`src/rtl/key_code_capture.sv`:
```
// Debounced key-event capture behind an active-low 8-to-3 priority encoder.
// Qualified presses are queued in a 4-entry first-word-fall-through FIFO.
module key_code_capture #(
   parameter int DEB_CYCLES = 4,
   parameter int FIFO_DEPTH = 4
) (
   input  logic       CLK,
   input  logic       RST,
   input  logic       GS,
   input  logic [2:0] Code,
   input  logic       Ready,
   output logic       Valid,
   output logic [2:0] Key,
   output logic [2:0] Count,
   output logic       Full,
   output logic       Overflow
);

   typedef enum logic [1:0] {
      IDLE = 2'd0,
      QUAL = 2'd1,
      HELD = 2'd2,
      REL  = 2'd3
   } state_t;

   localparam logic [3:0] DEB_L  = 4'(DEB_CYCLES);
   localparam logic [2:0] DEPTH_L = 3'(FIFO_DEPTH);

   // synchronizer stage 1 and stage 2 (GS_s / Code_s)
   logic       gs_s1_q, gs_s_q;
   logic [2:0] code_s1_q, code_s_q;

   always_ff @(posedge CLK) begin
      if (RST) begin
         gs_s1_q   <= 1'b1;
         gs_s_q    <= 1'b1;
         code_s1_q <= 3'b111;
         code_s_q  <= 3'b111;
      end else begin
         gs_s1_q   <= GS;
         gs_s_q    <= gs_s1_q;
         code_s1_q <= Code;
         code_s_q  <= code_s1_q;
      end
   end

   // debounce FSM; push request is registered, so the FIFO write lands one edge later
   state_t     state_q;
   logic [3:0] cnt_q;
   logic [3:0] cnt_inc;
   logic [2:0] lat_q;
   logic       push_q;
   logic [2:0] push_key_q;

   assign cnt_inc = cnt_q + 4'd1;

   always_ff @(posedge CLK) begin
      if (RST) begin
         state_q <= IDLE;
         cnt_q   <= 4'd0;
         lat_q   <= 3'b111;
         push_q  <= 1'b0;
      end else begin
         push_q <= 1'b0;
         case (state_q)
            IDLE: begin
               if (!gs_s_q) begin
                  state_q <= QUAL;
                  lat_q   <= code_s_q;
                  cnt_q   <= 4'd1;
               end
            end
            QUAL: begin
               if (gs_s_q) begin
                  state_q <= IDLE;
                  cnt_q   <= 4'd0;
               end else if (code_s_q != lat_q) begin
                  lat_q <= code_s_q;
                  cnt_q <= 4'd1;
               end else if (cnt_inc == DEB_L) begin
                  push_q     <= 1'b1;
                  push_key_q <= ~lat_q;
                  cnt_q      <= cnt_inc;
                  state_q    <= HELD;
               end else begin
                  cnt_q <= cnt_inc;
               end
            end
            HELD: begin
               if (gs_s_q) begin
                  state_q <= REL;
                  cnt_q   <= 4'd1;
               end else if (code_s_q != lat_q) begin
                  state_q <= QUAL;
                  lat_q   <= code_s_q;
                  cnt_q   <= 4'd1;
               end
            end
            REL: begin
               if (!gs_s_q) begin
                  if (code_s_q == lat_q) begin
                     state_q <= HELD;
                  end else begin
                     state_q <= QUAL;
                     lat_q   <= code_s_q;
                     cnt_q   <= 4'd1;
                  end
               end else if (cnt_inc == DEB_L) begin
                  state_q <= IDLE;
                  cnt_q   <= 4'd0;
               end else begin
                  cnt_q <= cnt_inc;
               end
            end
            default: state_q <= IDLE;
         endcase
      end
   end

   // event queue
   logic [2:0] mem_q [4];
   logic [1:0] wr_ptr_q, wr_ptr_d;
   logic [1:0] rd_ptr_q, rd_ptr_d;
   logic [2:0] count_q, count_d;
   logic       ovf_q, ovf_d;
   logic       pop, full, wr_en;

   assign full  = (count_q == DEPTH_L);
   assign pop   = (count_q != 3'd0) && Ready;
   // a full queue still accepts a push when the head leaves on the same edge
   assign wr_en = push_q && (!full || pop);

   always_comb begin
      wr_ptr_d = wr_ptr_q;
      rd_ptr_d = rd_ptr_q;
      count_d  = count_q;
      ovf_d    = ovf_q | (push_q & full & ~pop);
      if (wr_en) wr_ptr_d = wr_ptr_q + 2'd1;
      if (pop)   rd_ptr_d = rd_ptr_q + 2'd1;
      if (wr_en && !pop) count_d = count_q + 3'd1;
      else if (pop && !wr_en) count_d = count_q - 3'd1;
   end

   always_ff @(posedge CLK) begin
      if (RST) begin
         wr_ptr_q <= 2'd0;
         rd_ptr_q <= 2'd0;
         count_q  <= 3'd0;
         ovf_q    <= 1'b0;
      end else begin
         wr_ptr_q <= wr_ptr_d;
         rd_ptr_q <= rd_ptr_d;
         count_q  <= count_d;
         ovf_q    <= ovf_d;
      end
   end

   always_ff @(posedge CLK) begin
      if (wr_en) mem_q[wr_ptr_q] <= push_key_q;
   end

   assign Valid    = (count_q != 3'd0);
   assign Key      = Valid ? mem_q[rd_ptr_q] : 3'd0;
   assign Count    = count_q;
   assign Full     = full;
   assign Overflow = ovf_q;

endmodule

```
`config.mk`:
```
export PLATFORM = sky130hd
export DESIGN_NAME = key_code_capture
export DESIGN_NICKNAME = d
export VERILOG_FILES = /design/src/rtl/key_code_capture.sv
export SDC_FILE = /design/constraint.sdc
export NUM_CORES = 1
export LEC_CHECK = 0
export BUFFER_PORTS_ARGS = -buffer_cell sky130_fd_sc_hd__buf_2
export CELL_PAD_IN_SITES_DETAIL_PLACEMENT = 1
export CELL_PAD_IN_SITES_GLOBAL_PLACEMENT = 2
export CORE_AREA = 2 2 79 81
export DETAILED_ROUTE_END_ITERATION = 7
export DIE_AREA = 0 0 81 83
export PLACE_DENSITY = 0.76
export SETUP_SLACK_MARGIN = 0.1
export SLEW_MARGIN = 25
export SYNTH_ARGS = -nofsm -noshare
export SYNTH_HDL_FRONTEND = slang
export SYNTH_SLANG_ARGS = --single-unit
```
`constraint.sdc`:
```
create_clock -name CLK -period 2.3 [get_ports CLK]
set_input_delay 0.46 -clock CLK [delete_from_list [all_inputs] [get_ports CLK]]
set_output_delay 0.46 -clock CLK [all_outputs]
set_load 0.01 [all_outputs]
```
* Word-level counts from Yosys, hierarchy flattened *
Memories as Yosys holds them, arrays and structs flattened. A register that Yosys moved wholly into a read port is not among the register bits.
Cells that the tools add are included.

cells by class
  add/sub/neg operators = 5
  equal/unequal tests = 17
  muxes and demuxes = 33
  bitwise operators = 9
  reductions and logical operators = 17

operators with widths
  operator                                        number
  2-to-1 mux 4 bit                                8
  2-to-1 mux 3 bit                                8
  2-to-1 mux 2 bit                                11
  one-hot mux 4 bit (4 select lines)              1
  inequality test 3 bit (second input constant)   5
  AND reduction 5 bit                             3
  one-hot mux 3 bit (3 select lines)              1
  inequality test 2 bit (second input constant)   4
  one-hot mux 2 bit (4 select lines)              1
  inverter 1 bit                                  5
  adder 2 x 1 -> 2 bit (second input constant)    2
  adder 4 x 1 -> 4 bit (second input constant)    1
  == test 2 bit (second input constant)           2
  == test 4 x 3 -> 1 bit (second input constant)  1
  logical AND 1 bit                               4
  OR reduction 4 bit                              1
  adder 3 x 1 -> 3 bit (second input constant)    1
  == test 3 bit                                   1
  == test 3 bit (second input constant)           1
  zero test 1 bit                                 3
  2-to-1 mux 1 bit                                3
  inequality test 3 bit                           1
  inverter 3 bit                                  1
  AND reduction 3 bit                             1
  other kinds (10)                                11

storage, ports and cells
  register bits after elaboration = 29
  RAM bits = 12
  bits of input ports = 7
  output and inout port bits = 9
  logic and storage cells = 95
  memories kept = 1

memory list
  memory  depth  width  read ports  clocked after memory_dff  wr ports  RTL line  text
  mem_q   4      3      1           1                         1         121       logic [2:0] mem_q [4];

* Longest topological paths before layout *
Gate-level depths: netlist of the first run.

  depth after elaboration = 8
  gate-level depth with buffers = 9
  gate-level depth less buffers = 8

* Worst setup path after synthesis of the first run *
Ideal clock, no wire load.

  path type = register to register
  start = register count_q[0], in the netlist Count[0]
  end = register count_q[2], in the netlist Count[2]
  setup time = 0.070 ns
  data arrival time = 2.213 ns
  required time = 2.230 ns
  slack = 0.017 ns
  stages on the path, launching flop included = 9
  buffers on the path = 0
  clock period less this slack = 2.283 ns
  cells stage by stage = dfxtp_1 -> nor3b_1 -> a21boi_1 -> ha_1 -> inv_1 -> fa_1 -> xor2_1 -> or3_1 -> a21oi_1

between the ends
  word-level cells in the longest chain between the ends = 7
  elaborated cells on any way between the ends = 15
  classes of those cells = add/sub: 2; eq/ne: 1; mux: 2; reduce/logical: 10

ends and longest elaborated chain
  what                                 RTL line  text
  from (decl)                          124       logic [2:0] count_q, count_d;
  from (signal assigned)               153       count_q <= count_d;
  == test 3 bit *                      128       assign full = (count_q == DEPTH_L);
  via Full                             15        output logic Full,
  zero test 1 bit *                    131       assign wr_en = push_q && (!full || pop);
  logical OR 1 bit *                   131
  logical AND 1 bit *                  131
  via wr_en                            126       logic pop, full, wr_en;
  zero test 1 bit                      141       else if (pop && !wr_en) count_d = count_q - 3'd1;
  logical AND 1 bit                    141
  nonzero test 2 bit (no source line)  -

Mark *: on every way through the listed nets, which the timed path passes. The rest lies on a longest branch. The select of a mux whose other input is x is not followed.
A chain may end at the register's enable or synchronous reset.

* Worst setup path in the final report of the first run *
  start = register count_q[0], in the netlist Count[0]
  end = register count_q[2], in the netlist Count[2]

between the ends
  word-level cells in the longest chain between the ends = 7
  elaborated cells on any way between the ends = 15
  classes of those cells = add/sub: 2; eq/ne: 1; mux: 2; reduce/logical: 10

ends and longest elaborated chain
  what
  branches (longest 7 deep; another with subtractor 3 x 1 -> 3 bit)

Several ways; the timed one is not identified. The select of a mux whose other input is x is not followed.

==> summary.md, run 1 <==
| Metric | Value |
|---|---|
| Status | `complete, no violations` |
| Setup CP Type | `reg2reg` |
| Leakage power | `0.928 nW` |
| Reg clk slew, reported paths | `0.09 ns` |
| Ant. Diodes | `0` |
| Die Span Y | `83 um` |
| DP Wirelength | `2580 um` |
| Synth Instances | `181` |
| I/O pin count | `16` |
| Initial Util | `0.346` |
| # setup viols final | `0` |
| Routed Antenna Nets | `0` |
| Gr ovfl total | `0` |
| CP startpoint | `Count[0]` |
| H-tree depth | `2` |
| DRT iter0 DRCs | `27` |
| Layout cell share with drive strength beyond 1 | `0.249` |
| Num rows | `28` |
| Routability congestion estimate | `0.688` |
| Max Cap Viol | `0` |
| Hold Path Origin | `Code[2]` |
| Syn-to-layout area delta | `13.2%` |
| Post-route design area | `2280 um2` |
| Worst path required time | `2.52 ns` |
| Largest net degree at the start of global routing | `31` |
| Yosys reg bits | `43` |
| DIE AREA | `6720 um2` |
| DR vias/cell | `4.84` |
| Gr usage total | `0.117` |
| Worst r2r path cells | `8` |
| R2r endpoint | `Count[2]` |
| Worst Skew | `0.00809 ns` |
| Crit end category | `register` |
| CTS sink cnt | `43` |
| Dpl cell area | `2160 um2` |
| Num CTS Buffers | `5` |
| Slowest stage delay, CP | `0.38 ns` |
| CP max stage cell | `or3_4` |
| Arrival time worst endpoint | `2.36 ns` |
| Hold Path Class | `in2reg` |
| Worst setup SP type | `register` |
| DR WL/cell | `13.0 um` |
| Syn_nets | `201` |
| Final nets | `220` |
| Post-Syn Area | `2010 um2` |
| Die Wd | `81 um` |
| R2R Setup Slk | `0.16 ns` |
| Pre-CTS WS | `0.122 ns` |
| Crit-path cells | `or3_4 > nand2_2 > ha_4 > inv_1 > fa_1 > xor2_1 > or3_1 > a21oi_1` |
| Post-CTS Hold Buffers | `0` |
| Asr flop ratio synth | `0` |
| Max-slew violation count | `0` |
| Unrepaired setup endpoints after global routing | `false` |
| Post-Route WL | `3590 um` |
| Unique masters post-synth | `48` |
| Worst-Margin Slew | `0.513 ns` |
| Number of synthesized flops with an enable pin | `15` |
| Fin util | `0.392` |
| Syn avg cell area | `11.1 um2` |
| Hold Slack | `0.340 ns` |
| Crit-path max FO | `5` |
| Pwr per Cell Area | `940 nW/um2` |
| Hold path cells | `2` |
| Clock root buffer | `clkbuf_8` |
| Post-synthesis sequential area ratio | `0.502` |
| Final worst slack | `0.158 ns` |
| Post-route minimum period | `2.14 ns` |
| Max frequency | `467 MHz` |
| Most used DFF post-synth | `dfxtp_1` |
| Synth Warn # | `0` |
| Hold path endpoint | `code_s1_q[2]` |
| Max clock buf depth | `2` |
| Via count | `1337` |
| Core region area | `5820 um2` |
| Worst vdd ir | `415 uV` |
| Worst-Skew Late Latency | `0.30 ns` |
| Final period util | `0.931` |
| Fill cells | `681` |
| Initial antenna violation count | `0` |
| Number of port buffers | `15` |
| Drt drc | `0` |
| RR Startpoint | `Count[0]` |
| Setup TNS Final | `0 ns` |
| CTS tree | `yes` |
| Slew margin rel. | `0.658` |
| First-pass GRT wire length | `6260 um` |
| Vias in the first global route | `1400` |
| Pre-antenna DRT Iters | `4` |
| Fin. Hold Viols | `0` |
==> cell usage after synthesis, types with 2 or more instances <==
cell type	n	area (um2)
dfxtp_1	28	561
nor2_1	17	63.8
edfxtp_1	15	450
inv_1	15	56.3
ha_1	12	150
and2_1	8	50.1
nand2_1	8	30.0
or2_2	8	50.1
a21oi_1	6	30.0
a211o_1	4	35.0
nand3_1	4	20.0
xor2_1	4	35.0
a31oi_1	3	18.8
mux4_2	3	67.6
o21ai_0	3	15.0
xnor2_2	3	48.8
clkbuf_1	2	7.51
clkbuf_8	2	27.5
nand4_1	2	12.5
nor2b_1	2	12.5
nor3b_1	2	15.0
nor4_1	2	12.5
o31ai_1	2	15.0
or3_1	2	12.5
==> cell type report <==
class | count | area, um2 | share of cell area
clock buffer | 5 | 68.8 | 0.0302
tap | 75 | 93.8 | 0.0412
timing repair buffer | 18 | 97.6 | 0.0428
inverter | 15 | 56.3 | 0.0247
clock inverter | 3 | 23.8 | 0.0104
multi-input combinational | 117 | 923 | 0.405
sequential | 43 | 1020 | 0.446
==> where the power goes <==
part	switching [mW]	internal [mW]
clock	0.283	0.217
sequential	0.0957	0.870
combinational	0.346	0.332
==> critical path, delay by kind of cell, from the launching register on <==
family                   cells  cell delay, ns
AND/OR/NAND/NOR              3            0.80
adder cells (fa/ha/maj)      2            0.52
flip-flops                   1            0.37
XOR/XNOR                     1            0.18
AO/OA/AOI/OAI                1            0.15
buffers and inverters        1            0.05
==> metrics by stage <==
step	std cells	power, mW
2_1_floorplan	181	1.42
3_3_place_gp	268	1.61
3_5_place_dp	268	1.62
4_1_cts	276	2.14
5_1_grt	276	2.31
6_report	276	2.14
==> cells by family after synthesis <==
family | synth area share
simple gates | 0.157
flops | 0.502
compound gates | 0.121
buf+inv | 0.0516
fa+ha+maj | 0.0845
xor+xnor | 0.0460
mux | 0.0385
==> sequential cells by signal, indices dropped and copies added, names as in the netlist, named ones only <==
| name | count |
|---|---|
| Count | 3 |
| lat_q | 3 |
| code_s_q | 3 |
| rd_ptr_q | 2 |
| push_q | 1 |
| code_s1_q | 3 |
| push_key_q | 3 |
| mem_q | 12 |
| state_q | 2 |
| gs_s1_q | 1 |
| wr_ptr_q | 2 |
| gs_s_q | 1 |
| Overflow | 1 |
| cnt_q | 4 |
==> cell usage in the layout, fill, tap and decap left out, types with 4 or more instances in the layout <==
cell type,count
a211o_1,4
a21oi_1,6
and2_1,8
buf_2,15
clkbuf_8,5
dfxtp_1,26
edfxtp_1,15
ha_1,11
inv_1,15
nand2_1,7
nand3_1,4
nor2_1,17
or2_2,8
xor2_1,4
==> how the worst max path moves through the flow <==
stage / to / slack [ns] / cells past startpoint
floorplan: Count[2] / 0.10 / 9
global placement: Count[2] / 0.20 / 8
detailed placement: Count[2] / 0.12 / 8
CTS: Count[2] / 0.11 / 8
global route: Count[2] / 0.11 / 8
finish: Count[2] / 0.16 / 8
==> metal layers <==
metal | global-route usage | vias to the layer above | share of wire
li1 | - | 672 | -
met1 | 0.136 | 635 | 0.45
met2 | 0.205 | 24 | 0.50
met3 | 0.0359 | 6 | 0.039
met4 | 0.0324 | 0 | 0.013
met5 | 0 | - | 0
==> what timing repair did <==
action,in CTS,in global routing
cloned,0,0
setup endpoints to repair,1,1
gates resized for setup,2,4
setup buffers,0,0
Note: power is estimated with default switching activity, not from simulation.
==> inputs of run 2 (changes only) <==
ABC_AREA = 1   (was default)
CORE_AREA = 2 2 84 86   (was 2 2 79 81)
DIE_AREA = 0 0 86 88   (was 0 0 81 83)
PLACE_DENSITY = 0.75   (was 0.76)
==> run 2 against run 1 <==
Wire length increased by 17%. Worst setup slack improved by 0.22 ns. Worst hold slack got worse by 0.0029 ns. Register-to-register slack improved by 0.22 ns. Count of clock-buffer cells in the layout unchanged. Die area increased by 13%. Total power increased by 27%. Clock skew decreased by 0.0064 ns. First-iteration DRC count increased by 30%. Sequential cell count unchanged.
==> summary.md, run 2 <==
| Metric | Value |
|---|---|
| Status | `complete, no violations` |
| Syn-to-layout area delta | `14.5%` |
| Post-Route WL | `4190 um` |
| Crit-path cells | `nor3_2 > nor2_1 > inv_1 > ha_1 > inv_1 > fa_1 > o21ai_0 > a21oi_1` |
| Slowest stage delay, CP | `0.48 ns` |
| DRT iter0 DRCs | `35` |
| Worst Skew | `0.00166 ns` |
| Biggest register | `mem_q` |
| I/O pin count | `16` |
| Unrepaired setup endpoints after global routing | `false` |
| Net switching power | `1.08 mW` |
| Yosys reg bits | `43` |
| CTS tree | `yes` |
| DP Wirelength | `3130 um` |
| Die Wd | `86 um` |
| Gr ovfl total | `0` |
| Worst r2r path cells | `8` |
| Final nets | `288` |
| Slew margin rel. | `0.659` |
| Pre-antenna DRT Iters | `4` |
| DIE AREA | `7570 um2` |
| Sequential power share | `0.388` |
| R2R Setup Slk | `0.38 ns` |
| Post-synthesis compound-gate area fraction | `0.0923` |
| Post-CTS Setup Repair Bufs | `0` |
| Crit-path max FO | `5` |
| Crit end category | `register` |
| Die Span Y | `88 um` |
| Core region area | `6640 um2` |
| Worst setup SP type | `register` |
| Number of synthesized flops with an enable pin | `15` |
| Via count | `1573` |
| Number of port buffers | `15` |
| Synth Warn # | `0` |
| Asr flop ratio synth | `0` |
| DR vias/cell | `4.51` |
| Post-Syn Area | `2070 um2` |
| DR WL/cell | `12.0 um` |
| Flip-flop count of the largest register after layout | `12` |
| Reg area | `1010 um2` |
| Largest cells by area after synthesis | `dfxtp_1 27%, edfxtp_1 22%, nand2_1 8.5%` |
| Crit-path most repeated cell | `inv_1` |
| R2r endpoint | `Count[1]` |
| PostCTS Resize Cnt | `0` |
| Max Cap Viol | `0` |
| Leading cell type in the layout, fill and taps excluded | `nand2_1` |
| Fin. Hold Viols | `0` |
| Clk pwr share | `0.225` |
| Synth top area share | `0.270` |
| Clock root buffer | `clkbuf_8` |
| Max-slew violation count | `0` |
| Comb power frac | `0.388` |
| Hold path cells | `2` |
| Final period util | `0.835` |
| Dpl cell area | `2260 um2` |
| CTS sink cnt | `43` |
| Mux cell area share after synthesis | `0` |
| Final worst slack | `0.380 ns` |
| Pwr per Cell Area | `1150 nW/um2` |
| Fin util | `0.358` |
| Worst path required time | `2.49 ns` |
| Num CTS Buffers | `5` |
| Most used DFF post-synth | `dfxtp_1` |
| Hold Path Origin | `Code[1]` |
| Setup TNS Final | `0 ns` |
| CP max stage cell | `dfxtp_1` |
| Unique masters post-synth | `25` |
| Hold Path Class | `in2reg` |
| Ant. Diodes | `0` |
| Post-CTS Hold Buffers | `0` |
| Post-synthesis sequential area ratio | `0.487` |
| Syn_nets | `265` |
| Fin cells | `349` |
| Post-synthesis xor/xnor area fraction | `0.0127` |
| Reg clk slew, reported paths | `0.09 ns` |
| Worst-Margin Slew | `0.507 ns` |
| Setup CP Type | `reg2reg` |
| Initial Util | `0.312` |
| Biggest regs | `mem_q: 12 flops, cnt_q: 4 flops` |
| Gr usage total | `0.126` |
| Routability congestion estimate | `0.750` |
| Internal power | `1.65 mW` |
| Vias in the first global route | `1593` |
| Pre-CTS WS | `0.349 ns` |
| Routed Antenna Nets | `0` |
| Sw Ratio | `0.396` |
| Most common cell in the netlist | `nand2_1` |
| Power, Total | `2.73 mW` |
| Hold Slack | `0.337 ns` |
| Layout cell share with drive strength beyond 1 | `0.208` |
| Max frequency | `521 MHz` |
| Largest family of logic cells by synthesized area | `simple AND/OR/NAND/NOR gates` |
| Post-synth top area cell | `dfxtp_1` |
| Multi-input logic area | `900 um2` |
| Worst-Skew Late Latency | `0.30 ns` |
| First-pass GRT wire length | `7390 um` |
| Syn avg cell area | `8.47 um2` |
| Drt drc | `0` |
| Max clock buf depth | `2` |
| Simple-Gate Fraction of Synth Area | `0.247` |
| Post-route minimum period | `1.92 ns` |
| Leakage power | `1.07 nW` |
| Num rows | `30` |
| Arrival time worst endpoint | `2.11 ns` |
| Hold path endpoint | `code_s1_q[1]` |
| Most used cells in the layout excluding fill and tap cells | `47 x nand2_1, 34 x inv_1, 28 x dfxtp_1` |
| Worst vdd ir | `409 uV` |
| Synth Instances | `245` |
| Synth top cells by count | `47 x nand2_1, 34 x inv_1, 28 x dfxtp_1` |
| Post-route design area | `2380 um2` |
| Initial antenna violation count | `0` |
| Dpl cells | `341` |
| # setup viols final | `0` |
| Adder-cell share of the synthesized area | `0.0820` |
| RR Startpoint | `Count[0]` |
| H-tree depth | `2` |
| Fill cells | `793` |
| Largest net degree at the start of global routing | `19` |
[run 2: cell count changes in the layout (fill, tap and decap cells not counted), moves of 3 or more]
cell     before  now
nand2_2       1    7
inv_1        15   34
nand2_1       7   47
a31oi_1       3    0
nor2_2        0    5
and2_1        8    0
nor2_1       17   26
a211o_1       4    0
xnor2_2       3    0
a21oi_1       6   20
mux4_2        3    0
inv_2         0    4
o21ai_0       3   17
[run 2: worst max-delay path by stage]
stage,cells after the start,endpoint,slack [ns],from
2_1_floorplan,10,Count[1],0.30,Count[2]
3_3_place_gp,9,Count[1],0.42,Ready
3_5_place_dp,9,Count[1],0.35,Ready
4_1_cts,6,push_key_q[2],0.37,state_q[1]
5_1_grt,9,Count[1],0.15,Count[0]
6_report,8,Count[1],0.38,Count[0]
[run 2: worst max-delay path: cells and delay by family (launching register included)]
kind	cells	cell delay, ns
compound gates	2	0.21
fa+ha+maj	2	0.61
buf+inv	2	0.19
flops	1	0.48
simple gates	2	0.33
[run 2: routing by layer]
layer	track usage	routed length, um	vias up
li1	-	-	823
met2	0.224	2030	21
met3	0.0264	134	7
met1	0.147	1950	722
met4	0.0519	66	0
met5	0	0	-
[run 2: area by class of cell]
type,instances,area share
sequential,43,0.425
multi-input combinational,162,0.379
inverter,39,0.0674
tap,80,0.0421
timing repair buffer,17,0.0379
clock buffer,5,0.0290
clock inverter,3,0.0195
[run 2: logic make-up (layout without fill, tap and decap cells)]
kind of cell	Yosys count	after routing
and+or+nand+nor	108	108
xor gates and xnor gates	3	3
adders and majority gates	13	13
buffers and inverters	40	64
DFF	43	43
AOI/OAI and AO/OA	38	38
[run 2: power groups by stage]
stage,Clock [mW],Combinational (mW),Sequential (mW)
detailed placement,0,1.07,1.08
floorplan,0,0.764,1.06
finish,0.612,1.06,1.06
CTS,0.639,1.08,1.06
global route,0.662,1.24,1.08
global placement,0,1.05,1.07
==> inputs of run 3 (changes only) <==
ABC_AREA = 0   (was 1)
CORE_AREA = 2 2 79 81   (was 2 2 84 86)
DIE_AREA = 0 0 81 83   (was 0 0 86 88)
PLACE_DENSITY = 0.76   (was 0.75)
clock period = 1.7 ns   (was 2.3 ns; I/O delays follow)
==> run 3 against run 2 <==
Cell area grew 19%. Utilization increased by 13 points. Sequential cell count did not move. The flow now finishes with violations (setup timing). Sequential power increased by 25%. Register-to-register slack worse by 0.70 ns. Via count fell by 5.5%. Total power rose by 30%.
==> summary.md, run 3 (synthesis gave the netlist of run 1 again) <==
| Metric | Value |
|---|---|
| DR vias/cell | `4.84` |
| Gr ovfl total | `0` |
| Crit-path max FO | `2` |
| Status | `finished with violations` |
| CTS sink cnt | `43` |
| Clock root buffer | `clkbuf_8` |
| Worst-Margin Slew | `0.389 ns` |
| Biggest register | `mem_q` |
| Setup CP Type | `reg2reg` |
| Setup TNS Final | `-0.963 ns` |
| Slew margin rel. | `0.740` |
| Dpl cells | `286` |
| DR WL/cell | `14.8 um` |
| Num rows | `28` |
| CTS tree | `yes` |
| Routability congestion estimate | `0.793` |
| Max-slew violation count | `0` |
| Pre-CTS WS | `-0.365 ns` |
| Die Span Y | `83 um` |
| Post-Route WL | `4550 um` |
| Die Wd | `81 um` |
| Via count | `1487` |
| Fin. Hold Viols | `0` |
| Most used cells in the layout excluding fill and tap cells | `29 x buf_4, 16 x nor2_1, 15 x edfxtp_1` |
| Max clock buf depth | `2` |
| DRT iter0 DRCs | `40` |
| Syn-to-layout area delta | `40.5%` |
| DP Wirelength | `3280 um` |
| I/O pin count | `16` |
| Worst vdd ir | `654 uV` |
| Hold Path Class | `in2reg` |
| Flip-flop count of the largest register after layout | `12` |
| Fin cells | `307` |
| Final nets | `251` |
| Reg clk slew, reported paths | `0.08 ns` |
| Num CTS Buffers | `5` |
| Pre-antenna DRT Iters | `4` |
| Routed Antenna Nets | `0` |
| Failing checks | `setup timing` |
| Number of port buffers | `15` |
| Initial Util | `0.346` |
| Post-route minimum period | `2.02 ns` |
| H-tree depth | `2` |
| Drt drc | `0` |
| Biggest regs | `mem_q: 12 flops, cnt_q: 4 flops` |
| Worst-Skew Late Latency | `0.29 ns` |
| Gr usage total | `0.145` |
| Largest net degree at the start of global routing | `21` |
| Leading cell type in the layout, fill and taps excluded | `buf_4` |
| Final worst slack | `-0.325 ns` |
| Arrival time worst endpoint | `2.25 ns` |
| Initial antenna violation count | `0` |
| Core region area | `5820 um2` |
| Worst path required time | `1.92 ns` |
| Pwr per Cell Area | `1250 nW/um2` |
| Vias in the first global route | `1626` |
| Worst Skew | `0.00516 ns` |
| Crit end category | `register` |
| Ant. Diodes | `0` |
| Max Cap Viol | `0` |
| Post-CTS Hold Buffers | `0` |
| Fill cells | `644` |
| Layout cell share with drive strength beyond 1 | `0.534` |
| Leakage power | `1.14 nW` |
| Final period util | `1.19` |
| Unrepaired setup endpoints after global routing | `true` |
| Fin util | `0.487` |
| Worst setup SP type | `register` |
| DIE AREA | `6720 um2` |
| Max frequency | `494 MHz` |
| # setup viols final | `6` |
| First-pass GRT wire length | `7500 um` |
## run 3: cell count changes in the layout (fill, tap and decap cells not counted), sizes merged, moves of 5 or more
cell and delta:
nand2 -46, buf +32, inv -23, nor2 -15, a21oi -14, o21ai -13
and2 +8, a211o +5
## run 3: worst paths after layout
kind / startpoint / end / slack [ns] / depth (start not counted)
setup / recovery: Count[0] / Count[2] / -0.32 / 8
setup reg to reg: Count[0] / Count[2] / -0.32 / 8
hold / removal: GS / gs_s1_q / 0.23 / 2
hold reg to reg: gs_s1_q / gs_s_q / 0.41 / 1
## run 3: area by class of cell
cell class,count,area (um2),area share
multi-input cells,117,1180,0.417
flip-flops and latches,43,1040,0.369
repair buffers,49,368,0.130
well taps,75,93.8,0.0332
clock buffers,6,72.6,0.0256
inverters,15,58.8,0.0208
clock inverters,2,11.3,0.00398
## run 3: stage by stage
step,power (mW),area [um2],hold slack [ns]
global placement,2.38,2360,0.394
finish,3.54,2830,0.229
CTS,3.34,2650,0.219
floorplan,2.05,2100,0.389
detailed placement,2.45,2360,0.397
global route,3.75,2830,0.220
## run 3: repair_timing
item / in CTS / in global routing
buffers inserted: 7 / 7
setup endpoints to repair: 18 / 20
gates resized for setup: 37 / 27
pin swaps: 21 / 11
## run 3: critical path, cell delays in order (launching register included)
cell and delay (ns):
dfxtp_2 0.33, or3_4 0.40, nand2_4 0.08, ha_4 0.13, inv_2 0.04, fa_2 0.36, xor2_1 0.16, or3_1 0.33
a21oi_2 0.14
## run 3: where the power goes
part / switching [mW] / internal [mW] / total, mW / leakage [nW]
Clock: 0.349 / 0.289 / 0.637 / 0.0455
Combinational: 0.713 / 0.874 / 1.59 / 0.726
Sequential: 0.123 / 1.19 / 1.32 / 0.368
## run 3: per-layer routing
metal,share of wire,vias up,global-route usage,wire length [um]
met5,0,-,0,0
met4,0.0097,0,0.0447,44
met3,0.021,5,0.0326,94
met2,0.58,13,0.279,2620
met1,0.39,729,0.150,1790
li1,-,740,-,-
